File: config.mk
export PLATFORM = sky130hd
export DESIGN_NAME = card_roi_streamer
export DESIGN_NICKNAME = d
export VERILOG_FILES = /design/src/rtl/card_pkg.sv /design/src/rtl/roi_skid_fifo.sv /design/src/rtl/card_roi_streamer.sv
export SDC_FILE = /design/constraint.sdc
export NUM_CORES = 1
export LEC_CHECK = 0
export BUFFER_PORTS_ARGS = -buffer_cell sky130_fd_sc_hd__buf_2
export CORE_UTILIZATION = 25
export CTS_CLUSTER_SIZE = 16
export DETAILED_ROUTE_END_ITERATION = 10
export SLEW_MARGIN = 25
export SYNTH_ARGS = -nofsm -noshare
export SYNTH_HDL_FRONTEND = slang
export SYNTH_HIERARCHICAL = 1
export SYNTH_SLANG_ARGS = --single-unit
export TNS_END_PERCENT = 30
File: constraint.sdc
create_clock -name clk_in -period 4.5 [get_ports clk_in]
set_input_delay 0.45 -clock clk_in [delete_from_list [all_inputs] [get_ports clk_in]]
set_output_delay 0.45 -clock clk_in [all_outputs]
set_load 0.1 [all_outputs]
File: src/rtl/card_pkg.sv
// Shared types for the card ROI streamer: FSM states, region mode,
// per-pixel stream tags and default frame geometry.
package card_pkg;

  localparam int FRAME_WIDTH  = 240;
  localparam int FRAME_HEIGHT = 320;

  typedef enum logic [2:0] {
    ST_IDLE,
    ST_SETUP,
    ST_SCAN,
    ST_DRAIN,
    ST_DONE
  } roi_state_t;

  typedef enum logic {
    ROI_FULL   = 1'b0,
    ROI_CORNER = 1'b1
  } roi_mode_t;

  typedef struct packed {
    logic sof;
    logic eol;
    logic eof;
  } roi_tag_t;

  localparam int TAG_W = $bits(roi_tag_t);

  // A shifted-down dimension never collapses below one pixel
  function automatic logic [15:0] at_least_one(input logic [15:0] v);
    return (v == 16'd0) ? 16'd1 : v;
  endfunction

endpackage

File: src/rtl/roi_skid_fifo.sv
// Small synchronous FIFO of {tag, pixel}; its count feeds the
// read-credit logic so outstanding BRAM reads always have a slot.
module roi_skid_fifo #(
  parameter  int DEPTH = 4,
  parameter  int DW    = 19,
  localparam int CW    = $clog2(DEPTH + 1),
  localparam int PW    = (DEPTH > 1) ? $clog2(DEPTH) : 1
) (
  input  logic          clk_in,
  input  logic          rst_in,
  input  logic          i_push,
  input  logic [DW-1:0] i_data,
  input  logic          i_pop,
  output logic [DW-1:0] o_data,
  output logic          o_valid,
  output logic [CW-1:0] o_count
);

  logic [DW-1:0] r_mem [DEPTH];
  logic [PW-1:0] r_wr;
  logic [PW-1:0] r_rd;
  logic [CW-1:0] r_count;
  logic          w_pop;
  logic          w_wr;

  assign o_valid = (r_count != '0);
  assign o_data  = r_mem[r_rd];
  assign o_count = r_count;
  assign w_pop   = i_pop && o_valid;
  assign w_wr    = i_push && ((r_count != CW'(DEPTH)) || w_pop);

  always_ff @(posedge clk_in) begin
    if (w_wr) r_mem[r_wr] <= i_data;
  end

  always_ff @(posedge clk_in or posedge rst_in) begin
    if (rst_in) begin
      r_wr    <= '0;
      r_rd    <= '0;
      r_count <= '0;
    end else begin
      if (w_wr)
        r_wr <= (r_wr == PW'(DEPTH - 1)) ? '0 : r_wr + PW'(1);
      if (w_pop)
        r_rd <= (r_rd == PW'(DEPTH - 1)) ? '0 : r_rd + PW'(1);
      unique case ({w_wr, w_pop})
        2'b10:   r_count <= r_count + CW'(1);
        2'b01:   r_count <= r_count - CW'(1);
        default: r_count <= r_count;
      endcase
    end
  end

  a_no_overflow: assert property (
    @(posedge clk_in) disable iff (rst_in)
    !(i_push && !w_pop && (r_count == CW'(DEPTH)))
  );

endmodule

File: src/rtl/card_roi_streamer.sv
// Streams a card box (or its glyph corner) out of the frame BRAM.
// Optional ROI_SUBSAMPLE_EN adds sub_shift_in for 2^s decimation.
module card_roi_streamer
  import card_pkg::*;
#(
  parameter  int HEIGHT         = FRAME_HEIGHT,
  parameter  int WIDTH          = FRAME_WIDTH,
  parameter  int PIX_W          = 16,
  parameter  int READ_LAT       = 2,
  parameter  int FIFO_DEPTH     = 4,
  parameter  int CORNER_X_SHIFT = 3,
  parameter  int CORNER_Y_SHIFT = 2,
  localparam int XW             = $clog2(WIDTH),
  localparam int YW             = $clog2(HEIGHT),
  localparam int AW             = $clog2(HEIGHT * WIDTH),
  localparam int CW             = $clog2(FIFO_DEPTH + 1)
) (
  input  logic             clk_in,
  input  logic             rst_in,
  input  logic [XW-1:0]    left_edge,
  input  logic [XW-1:0]    right_edge,
  input  logic [YW-1:0]    top_edge,
  input  logic [YW-1:0]    bot_edge,
  input  logic             mode_in,
  input  logic             start_in,
`ifdef ROI_SUBSAMPLE_EN
  input  logic [1:0]       sub_shift_in,
`endif
  output logic [AW-1:0]    addr_out,
  input  logic [PIX_W-1:0] pixel_data_in,
  output logic [PIX_W-1:0] pix_data_out,
  output logic             pix_valid_out,
  input  logic             pix_ready_in,
  output logic             pix_sof_out,
  output logic             pix_eol_out,
  output logic             pix_eof_out,
  output logic [XW:0]      roi_w_out,
  output logic [YW:0]      roi_h_out,
  output logic             busy_out,
  output logic             done_out,
  output logic             err_out
);

  roi_state_t    r_state;
  roi_state_t    w_next;
  roi_mode_t     r_mode;
  logic [XW-1:0] r_left;
  logic [XW-1:0] r_right;
  logic [YW-1:0] r_top;
  logic [YW-1:0] r_bot;
  logic          r_err;
  logic [1:0]    w_shift;

  logic [XW:0]   r_roi_w;
  logic [YW:0]   r_roi_h;
  logic [XW:0]   r_col;
  logic [YW:0]   r_row;
  logic [XW-1:0] r_x;
  logic [AW-1:0] r_row_base;

  logic [READ_LAT-1:0] r_pv;
  roi_tag_t            r_pt [READ_LAT];
  logic [CW-1:0]       r_inflight;

  logic          w_invalid;
  logic [XW:0]   w_wfull;
  logic [YW:0]   w_hfull;
  logic [XW:0]   w_wsel;
  logic [YW:0]   w_hsel;
  logic [XW+1:0] w_wround;
  logic [YW+1:0] w_hround;
  logic [XW:0]   w_wemit;
  logic [YW:0]   w_hemit;
  logic [XW-1:0] w_xstep;
  logic [AW-1:0] w_ystep;

  logic          w_issue;
  logic          w_row_end;
  logic          w_last;
  roi_tag_t      w_tag;
  logic [CW-1:0] w_count;
  logic          w_fvalid;
  logic          w_fire;
  roi_tag_t      w_otag;
  logic [PIX_W-1:0] w_opix;

`ifdef ROI_SUBSAMPLE_EN
  logic [1:0] r_shift;

  always_ff @(posedge clk_in or posedge rst_in) begin
    if (rst_in)
      r_shift <= 2'd0;
    else if (r_state == ST_IDLE && start_in)
      r_shift <= sub_shift_in;
  end

  assign w_shift = r_shift;
`else
  assign w_shift = 2'd0;
`endif

  // Box validation and region sizing, consumed in SETUP
  always_comb begin
    w_invalid = (r_left > r_right) || (r_top > r_bot) ||
                ({1'b0, r_right} >= (XW+1)'(WIDTH)) ||
                ({1'b0, r_bot} >= (YW+1)'(HEIGHT));
    w_wfull = {1'b0, r_right} - {1'b0, r_left} + (XW+1)'(1);
    w_hfull = {1'b0, r_bot} - {1'b0, r_top} + (YW+1)'(1);
    w_wsel  = w_wfull;
    w_hsel  = w_hfull;
    if (r_mode == ROI_CORNER) begin
      w_wsel = (XW+1)'(at_least_one(16'(w_wfull >> CORNER_X_SHIFT)));
      w_hsel = (YW+1)'(at_least_one(16'(w_hfull >> CORNER_Y_SHIFT)));
    end
    w_wround = {1'b0, w_wsel} + ((XW+2)'(1) << w_shift) - (XW+2)'(1);
    w_hround = {1'b0, w_hsel} + ((YW+2)'(1) << w_shift) - (YW+2)'(1);
    w_wemit  = (XW+1)'(w_wround >> w_shift);
    w_hemit  = (YW+1)'(w_hround >> w_shift);
    w_xstep  = XW'(1) << w_shift;
    w_ystep  = AW'(WIDTH) << w_shift;
  end

  assign w_issue = (r_state == ST_SCAN) &&
                   (({1'b0, w_count} + {1'b0, r_inflight}) <
                    (CW+1)'(FIFO_DEPTH));
  assign w_row_end = (r_col == r_roi_w - (XW+1)'(1));
  assign w_last    = w_row_end && (r_row == r_roi_h - (YW+1)'(1));
  assign w_tag.sof = (r_col == '0) && (r_row == '0);
  assign w_tag.eol = w_row_end;
  assign w_tag.eof = w_last;
  assign addr_out  = r_row_base + AW'(r_x);

  always_ff @(posedge clk_in or posedge rst_in) begin
    if (rst_in) begin
      r_mode     <= ROI_FULL;
      r_left     <= '0;
      r_right    <= '0;
      r_top      <= '0;
      r_bot      <= '0;
      r_err      <= 1'b0;
      r_roi_w    <= '0;
      r_roi_h    <= '0;
      r_col      <= '0;
      r_row      <= '0;
      r_x        <= '0;
      r_row_base <= '0;
    end else begin
      unique case (r_state)
        ST_IDLE: begin
          if (start_in) begin
            r_mode  <= roi_mode_t'(mode_in);
            r_left  <= left_edge;
            r_right <= right_edge;
            r_top   <= top_edge;
            r_bot   <= bot_edge;
            r_err   <= 1'b0;
          end
        end
        ST_SETUP: begin
          r_err      <= w_invalid;
          r_roi_w    <= w_invalid ? '0 : w_wemit;
          r_roi_h    <= w_invalid ? '0 : w_hemit;
          r_col      <= '0;
          r_row      <= '0;
          r_x        <= r_left;
          r_row_base <= AW'(r_top) * AW'(WIDTH);
        end
        ST_SCAN: begin
          if (w_issue) begin
            if (w_row_end) begin
              r_col      <= '0;
              r_row      <= r_row + (YW+1)'(1);
              r_x        <= r_left;
              r_row_base <= r_row_base + w_ystep;
            end else begin
              r_col <= r_col + (XW+1)'(1);
              r_x   <= r_x + w_xstep;
            end
          end
        end
        default: ;
      endcase
    end
  end

  // Tags travel alongside each read until its BRAM data returns
  always_ff @(posedge clk_in or posedge rst_in) begin
    if (rst_in) begin
      r_pv       <= '0;
      r_inflight <= '0;
      for (int i = 0; i < READ_LAT; i++) r_pt[i] <= '0;
    end else begin
      r_pv[0] <= w_issue;
      r_pt[0] <= w_tag;
      for (int i = 1; i < READ_LAT; i++) begin
        r_pv[i] <= r_pv[i-1];
        r_pt[i] <= r_pt[i-1];
      end
      r_inflight <= r_inflight + CW'(w_issue) - CW'(r_pv[READ_LAT-1]);
    end
  end

  roi_skid_fifo #(
    .DEPTH (FIFO_DEPTH),
    .DW    (TAG_W + PIX_W)
  ) u_fifo (
    .clk_in  (clk_in),
    .rst_in  (rst_in),
    .i_push  (r_pv[READ_LAT-1]),
    .i_data  ({r_pt[READ_LAT-1], pixel_data_in}),
    .i_pop   (pix_ready_in),
    .o_data  ({w_otag, w_opix}),
    .o_valid (w_fvalid),
    .o_count (w_count)
  );

  assign w_fire        = w_fvalid && pix_ready_in;
  assign pix_valid_out = w_fvalid;
  assign pix_data_out  = w_fvalid ? w_opix : '0;
  assign pix_sof_out   = w_fvalid && w_otag.sof;
  assign pix_eol_out   = w_fvalid && w_otag.eol;
  assign pix_eof_out   = w_fvalid && w_otag.eof;
  assign roi_w_out     = r_roi_w;
  assign roi_h_out     = r_roi_h;

  always_ff @(posedge clk_in or posedge rst_in) begin
    if (rst_in) r_state <= ST_IDLE;
    else        r_state <= w_next;
  end

  always_comb begin
    w_next = r_state;
    unique case (r_state)
      ST_IDLE:  if (start_in) w_next = ST_SETUP;
      ST_SETUP: w_next = w_invalid ? ST_DONE : ST_SCAN;
      ST_SCAN:  if (w_issue && w_last) w_next = ST_DRAIN;
      ST_DRAIN: begin
        if ((w_fire && w_otag.eof) ||
            (w_count == '0 && r_inflight == '0))
          w_next = ST_DONE;
      end
      ST_DONE:  w_next = ST_IDLE;
      default:  w_next = ST_IDLE;
    endcase
  end

  always_comb begin
    busy_out = 1'b0;
    done_out = 1'b0;
    err_out  = 1'b0;
    unique case (r_state)
      ST_SETUP, ST_SCAN, ST_DRAIN: busy_out = 1'b1;
      ST_DONE: begin
        done_out = 1'b1;
        err_out  = r_err;
      end
      default: ;
    endcase
  end

endmodule

Yosys cells after proc, flatten, opt, wreduce, memory -nomap -nowiden
Memory sizes are Yosys's and may differ from the RTL's.
Index checks and enable logic that the tools add are counted.
- $add $sub $neg: 22
- multipliers: 1
- $lt $le $gt $ge: 5
- eq/ne operators: 16
- multiplexer cells: 34
- reduce and logical (&&, ||, !) cells: 33
- operator list (kind ; number):
    10-bit 2-to-1 mux ; 4
    9-bit 2-to-1 mux ; 4
    17-bit 2-to-1 mux ; 2
    17-bit one-hot mux with 2 select lines ; 1
    16-bit logical NOT ; 2
    10-bit by 1-bit adder with 10-bit output (second input constant) ; 3
    9-bit by 1-bit adder with 9-bit output (second input constant) ; 3
    8-bit 2-to-1 mux ; 3
    10-bit one-hot mux with 2 select lines ; 1
    10-bit by 1-bit subtractor with 10-bit output (second input constant) ; 2
    9-bit one-hot mux with 2 select lines ; 1
    9-bit by 1-bit subtractor with 9-bit output (second input constant) ; 2
    17-bit by 8-bit adder with 17-bit output ; 1
    17-bit by 8-bit adder with 17-bit output (second input constant) ; 1
    16-bit 2-to-1 mux ; 1
    8-bit one-hot mux with 2 select lines ; 1
    9-bit by 4-bit multiplier with 13-bit output (second input constant) ; 1
    3-bit 2-to-1 mux ; 4
    3-bit one-hot mux with 4 select lines ; 1
    1-bit logical AND ; 11
    10-bit == test ; 1
    10-bit logical NOT ; 1
    9-bit by 9-bit subtractor with 10-bit output ; 1
    9-bit == test ; 1
    other kinds (34) ; 58
- register bits after elaboration: 120
- bits in writable memories: 76
- input port bits: 55
- output and inout bits: 59
- logic and storage cells: 136
- memories: 1
- memory list (memory ; depth ; width ; read ports ; clocked after memory_dff ; wr ports ; RTL line ; RTL):
    u_fifo.r_mem ; 4 ; 19 ; 1 ; 0 ; 1 ; roi_skid_fifo.sv:19 ; logic [DW-1:0] r_mem [DEPTH];

Longest topological paths before layout
- depth after elaboration: 8
- mapped depth: 13
- gate-level depth less buffers: 12

Hierarchy
The synthesis kept the hierarchy.
- by module, submodules not included (module ; instances ; cells an instance ; area an instance (µm²) ; seq. area each (µm²)):
    card_roi_streamer ; 1 ; 938 ; 8230.4 ; 2727.6
    roi_skid_fifo ; 1 ; 153 ; 3261.9 ; 2457.4

Worst setup path after synthesis
No wires, ideal clock.
- path type: flip-flop to output port
- start point: reg r_x[5]
- end point: out addr_out[12]
- data arrival time: 3098 ps
- required time: 4050 ps
- slack: 952 ps
- cell stages (with the launch flop): 9
- buffers on the path: 0
- path through: dfrtp_1 -> ha_1 -> a21oi_1 -> nor2b_1 -> o21a_1 -> or2_2 -> nand3_1 -> nor2_1 -> xor2_1
- cells in the longest elaborated chain, start to end: 1
- RTL lines (what ; RTL line ; RTL):
    from (decl) ; card_roi_streamer.sv:58 ; logic [XW-1:0] r_x;
    from (signal assigned) ; card_roi_streamer.sv:165 ; r_x <= r_left;
    from (signal assigned) ; card_roi_streamer.sv:173 ; r_x <= r_left;
    from (signal assigned) ; card_roi_streamer.sv:177 ; r_x <= r_x + w_xstep;
    17-bit by 8-bit adder with 17-bit output ; card_roi_streamer.sv:131 ; assign addr_out = r_row_base + AW'(r_x);
    to (decl) ; card_roi_streamer.sv:29 ; output logic [AW-1:0] addr_out,
No other way between the ends.

Final worst setup path
- start point: reg r_top[3]
- end point: reg r_row_base[16]
- cells in the longest elaborated chain, start to end: 2
- RTL lines (what ; RTL line ; RTL):
    from (decl) ; card_roi_streamer.sv:49 ; logic [YW-1:0] r_top;
    from (signal assigned) ; card_roi_streamer.sv:154 ; r_top <= top_edge;
    9-bit by 4-bit multiplier with 13-bit output ; card_roi_streamer.sv:166 ; r_row_base <= AW'(r_top) * AW'(WIDTH);
    17-bit one-hot mux with 2 select lines ; card_roi_streamer.sv:148 ; unique case (r_state)
    to (signal assigned) ; card_roi_streamer.sv:166 ;
    to (signal assigned) ; card_roi_streamer.sv:174 ; r_row_base <= r_row_base + w_ystep;
    to (decl) ; card_roi_streamer.sv:59 ; logic [AW-1:0] r_row_base;
No other way between the ends.
A chain may end at the register's enable or synchronous reset.

==> results.py <==
metrics = {
    "placement": {
        "gp_routability_congestion": 0.862,
        "dpl-instance-area_um2": 12700,
        "portBuffers": 113,
        "hpwl_um": 20700,
    },
    "synthesis": {
        "synth_top_area_frac": 0.253,
        "synth_seq_cells": 192,
        "seq_area_frac_synth": 0.451,
        "synth-simple-area-share": 0.141,
        "synth-async-reset-ratio": 0.604,
        "synth_top_family_by_area": "simple AND/OR/NAND/NOR gates",
        "netlist_area_um2": 11500,
        "avgSynthCellArea_um2": 10.5,
        "yosysMostFrequentCell": "dfrtp_1",
        "yosys_warnings": 6,
        "ys_top_cells_by_count": "dfrtp_1 (116), nand2_1 (97), o21ai_0 (96)",
        "ys.flop_type": "dfrtp_1",
        "synthXorXnorAreaFrac": 0.0515,
        "synth.area.top_cells": "dfrtp_1 (25%), edfxtp_1 (20%), ha_1 (9.4%), o21ai_0 (4.2%), mux4_2 (3.7%)",
        "muxShareOfSynthArea": 0.0553,
        "yosysTopAreaCell": "dfrtp_1",
        "synth_cell_types": 76,
        "synth_compound_area_frac": 0.124,
        "synth-edff-count": 76,
        "synth_nets": 1251,
        "synthAdderAreaFrac": 0.127,
        "synth_cells": 1091,
    },
    "clock_tree": {
        "cts.clk_slew.worst_paths_ps": 70,
        "post_cts_buffers": 0,
        "h-tree-depth": 4,
        "clock_latency_ps": 450,
        "cts.hold.buffers_added": 1,
        "cts_tree": "yes",
        "cts.sinks": 192,
        "root_buffer": "clkbuf_16",
        "cts_resized": 0,
        "numCtsBuffers": 17,
        "ctsLongestPathBuffers": 2,
    },
    "timing": {
        "worst_slew_pin_slew_ps": 1020,
        "period_share": 0.783,
        "fin_hold_ws_ps": 192,
        "rsz0062_at_grt": "false",
        "tns_ps": 0,
        "relSlewSlack": 0.320,
        "hold_viol": 0,
        "finClkSkew_ps": 8.96,
        "maxSlewViolCount": 0,
        "fmaxAchievable_mhz": 284,
        "setup_viol": 0,
        "post-route-min-period_ps": 3520,
    },
    "route": {
        "num_vias": 8368,
        "drt_iter0_markers": 479,
        "via_per_inst": 4.66,
        "first_pass_iters": 5,
        "ant_nets": 0,
        "wl_per_cell_um": 15.5,
        "drc_errors": 0,
        "drt_wl_total_um": 27900,
    },
    "run_status": {
        "status": "finished, final reports clean",
    },
    "critical_path": {
        "critical_path_required_ps": 4810,
        "start_kind": "flip-flop",
        "setup.worst_path.class": "flip-flop to flip-flop",
        "crit_fanout": 5,
        "worst_ep_arrival_time_ps": 3830,
        "endpoint_kind": "flip-flop",
    },
    "layout": {
        "nFillCells": 4673,
        "drive_above_1_share": 0.164,
        "multi_input_area_um2": 5750,
        "antenna_cells": 0,
        "final_cell_area_um2": 13300,
        "nNetsFinal": 1343,
        "area_delta_synth_final_pct": 15.5,
        "area.sequential_um2": 5180,
    },
    "flow_run": {
        "cap_violations": 0,
    },
    "global_route": {
        "gr-usage-all-layers": 0.122,
        "grt_pass1_vias": 8301,
        "grt_max_degree": 68,
        "antenna_found_initial": 0,
        "grt-ovfl-total": 0,
        "grt_pass1_wl_um": 45100,
    },
    "floorplanning": {
        "die-height_um": 216,
        "ios": 114,
        "start_util": 0.253,
        "core_area_um2": 45400,
        "chipWidth_um": 216,
        "dieArea_um2": 46800,
        "rows": 78,
    },
    "worst_hold_path": {
        "hold_class": "primary input to flip-flop",
    },
}
[final timing paths]
check	startpoint	endpoint	slack (ps)	depth (start not counted)
worst min-delay path	bot_edge[1]	r_bot[1]	190	3
worst max register to register	r_top[3]	r_row_base[16]	980	12
worst max-delay path	r_top[3]	r_row_base[16]	980	12
worst min register to register	r_pt[3]	r_pt[0]	350	0
min in group asynchronous	rst_in	u_fifo/r_wr[0]	560	3
max in group asynchronous	rst_in	r_right[0]	2820	4
[cell usage in the layout, fill, tap and decap left out, drive strengths merged, types with 5 or more instances in the layout]
cell type	instances
xnor2	30
o21ai	96
o31ai	8
mux2	8
a31oi	5
inv	93
and2	24
o21a	10
nand2	98
a211oi	8
dfrtp	116
nand2b	9
nor3	16
mux4	19
or3	8
nor2b	9
nor4	12
a21o	7
ha	86
nor2	62
o22ai	8
nand3b	6
and3	13
xor2	35
nand4	17
o31a	6
clkbuf	19
edfxtp	76
fa	19
nand3	32
buf	123
mux2i	11
a21oi	36
[cell type report]
| type | count | area share |
|---|---|---|
| Inverter | 91 | 0.0259 |
| Clock buffer | 19 | 0.0326 |
| Clock inverter | 13 | 0.0121 |
| Multi-Input combinational cell | 757 | 0.433 |
| Tap cell | 600 | 0.0566 |
| Sequential cell | 192 | 0.391 |
| Timing Repair Buffer | 124 | 0.0490 |
[sequential cells by signal, indices dropped and copies added (netlist names), 3 cells and up]
signal / flops
u_fifo/r_mem: 76
r_row_base: 13
r_row: 10
roi_h_out: 10
r_bot: 9
r_col: 9
r_top: 9
roi_w_out: 9
r_left: 8
r_right: 8
r_x: 8
r_pt: 6
r_inflight: 3
r_state: 3
u_fifo/o_count: 3
[critical path, cell delays in order (launching register included)]
cell      delay, ps
dfrtp_1         430
inv_1           220
fa_1            480
fa_1            520
inv_1            50
ha_1            330
nor2b_1         160
o31a_1          290
o31ai_1         230
a21boi_0        140
or3_1           320
a31oi_1         150
o21ai_0          80
[per-stage QoR]
stage / std cells / worst slack [ps] / utilization
after floorplan: 1091 / 952 / -
after global placement: 1763 / 1080 / 0.279
after detailed placement: 1763 / 984 / 0.279
after CTS: 1796 / 974 / 0.292
after global routing: 1796 / 754 / 0.292
final: 1796 / 976 / 0.292
[cell families after synthesis]
logic type / count (synthesis)
DFF: 192
muxes: 38
adders and majority gates: 105
and+or+nand+nor: 322
AOI/OAI and AO/OA: 226
buffers and inverters: 142
xor gates and xnor gates: 66
[layer usage]
metal | vias up | track usage | part of all wire
li1 | 4060 | - | -
met1 | 4047 | 0.167 | 0.48
met2 | 229 | 0.193 | 0.46
met3 | 32 | 0.0250 | 0.050
met4 | 0 | 0.0380 | 0.016
met5 | - | 0 | 0
Power is left out: the tool's default activity adds up to more than one toggle a clock period on the data nets, which glitch-free logic cannot reach.
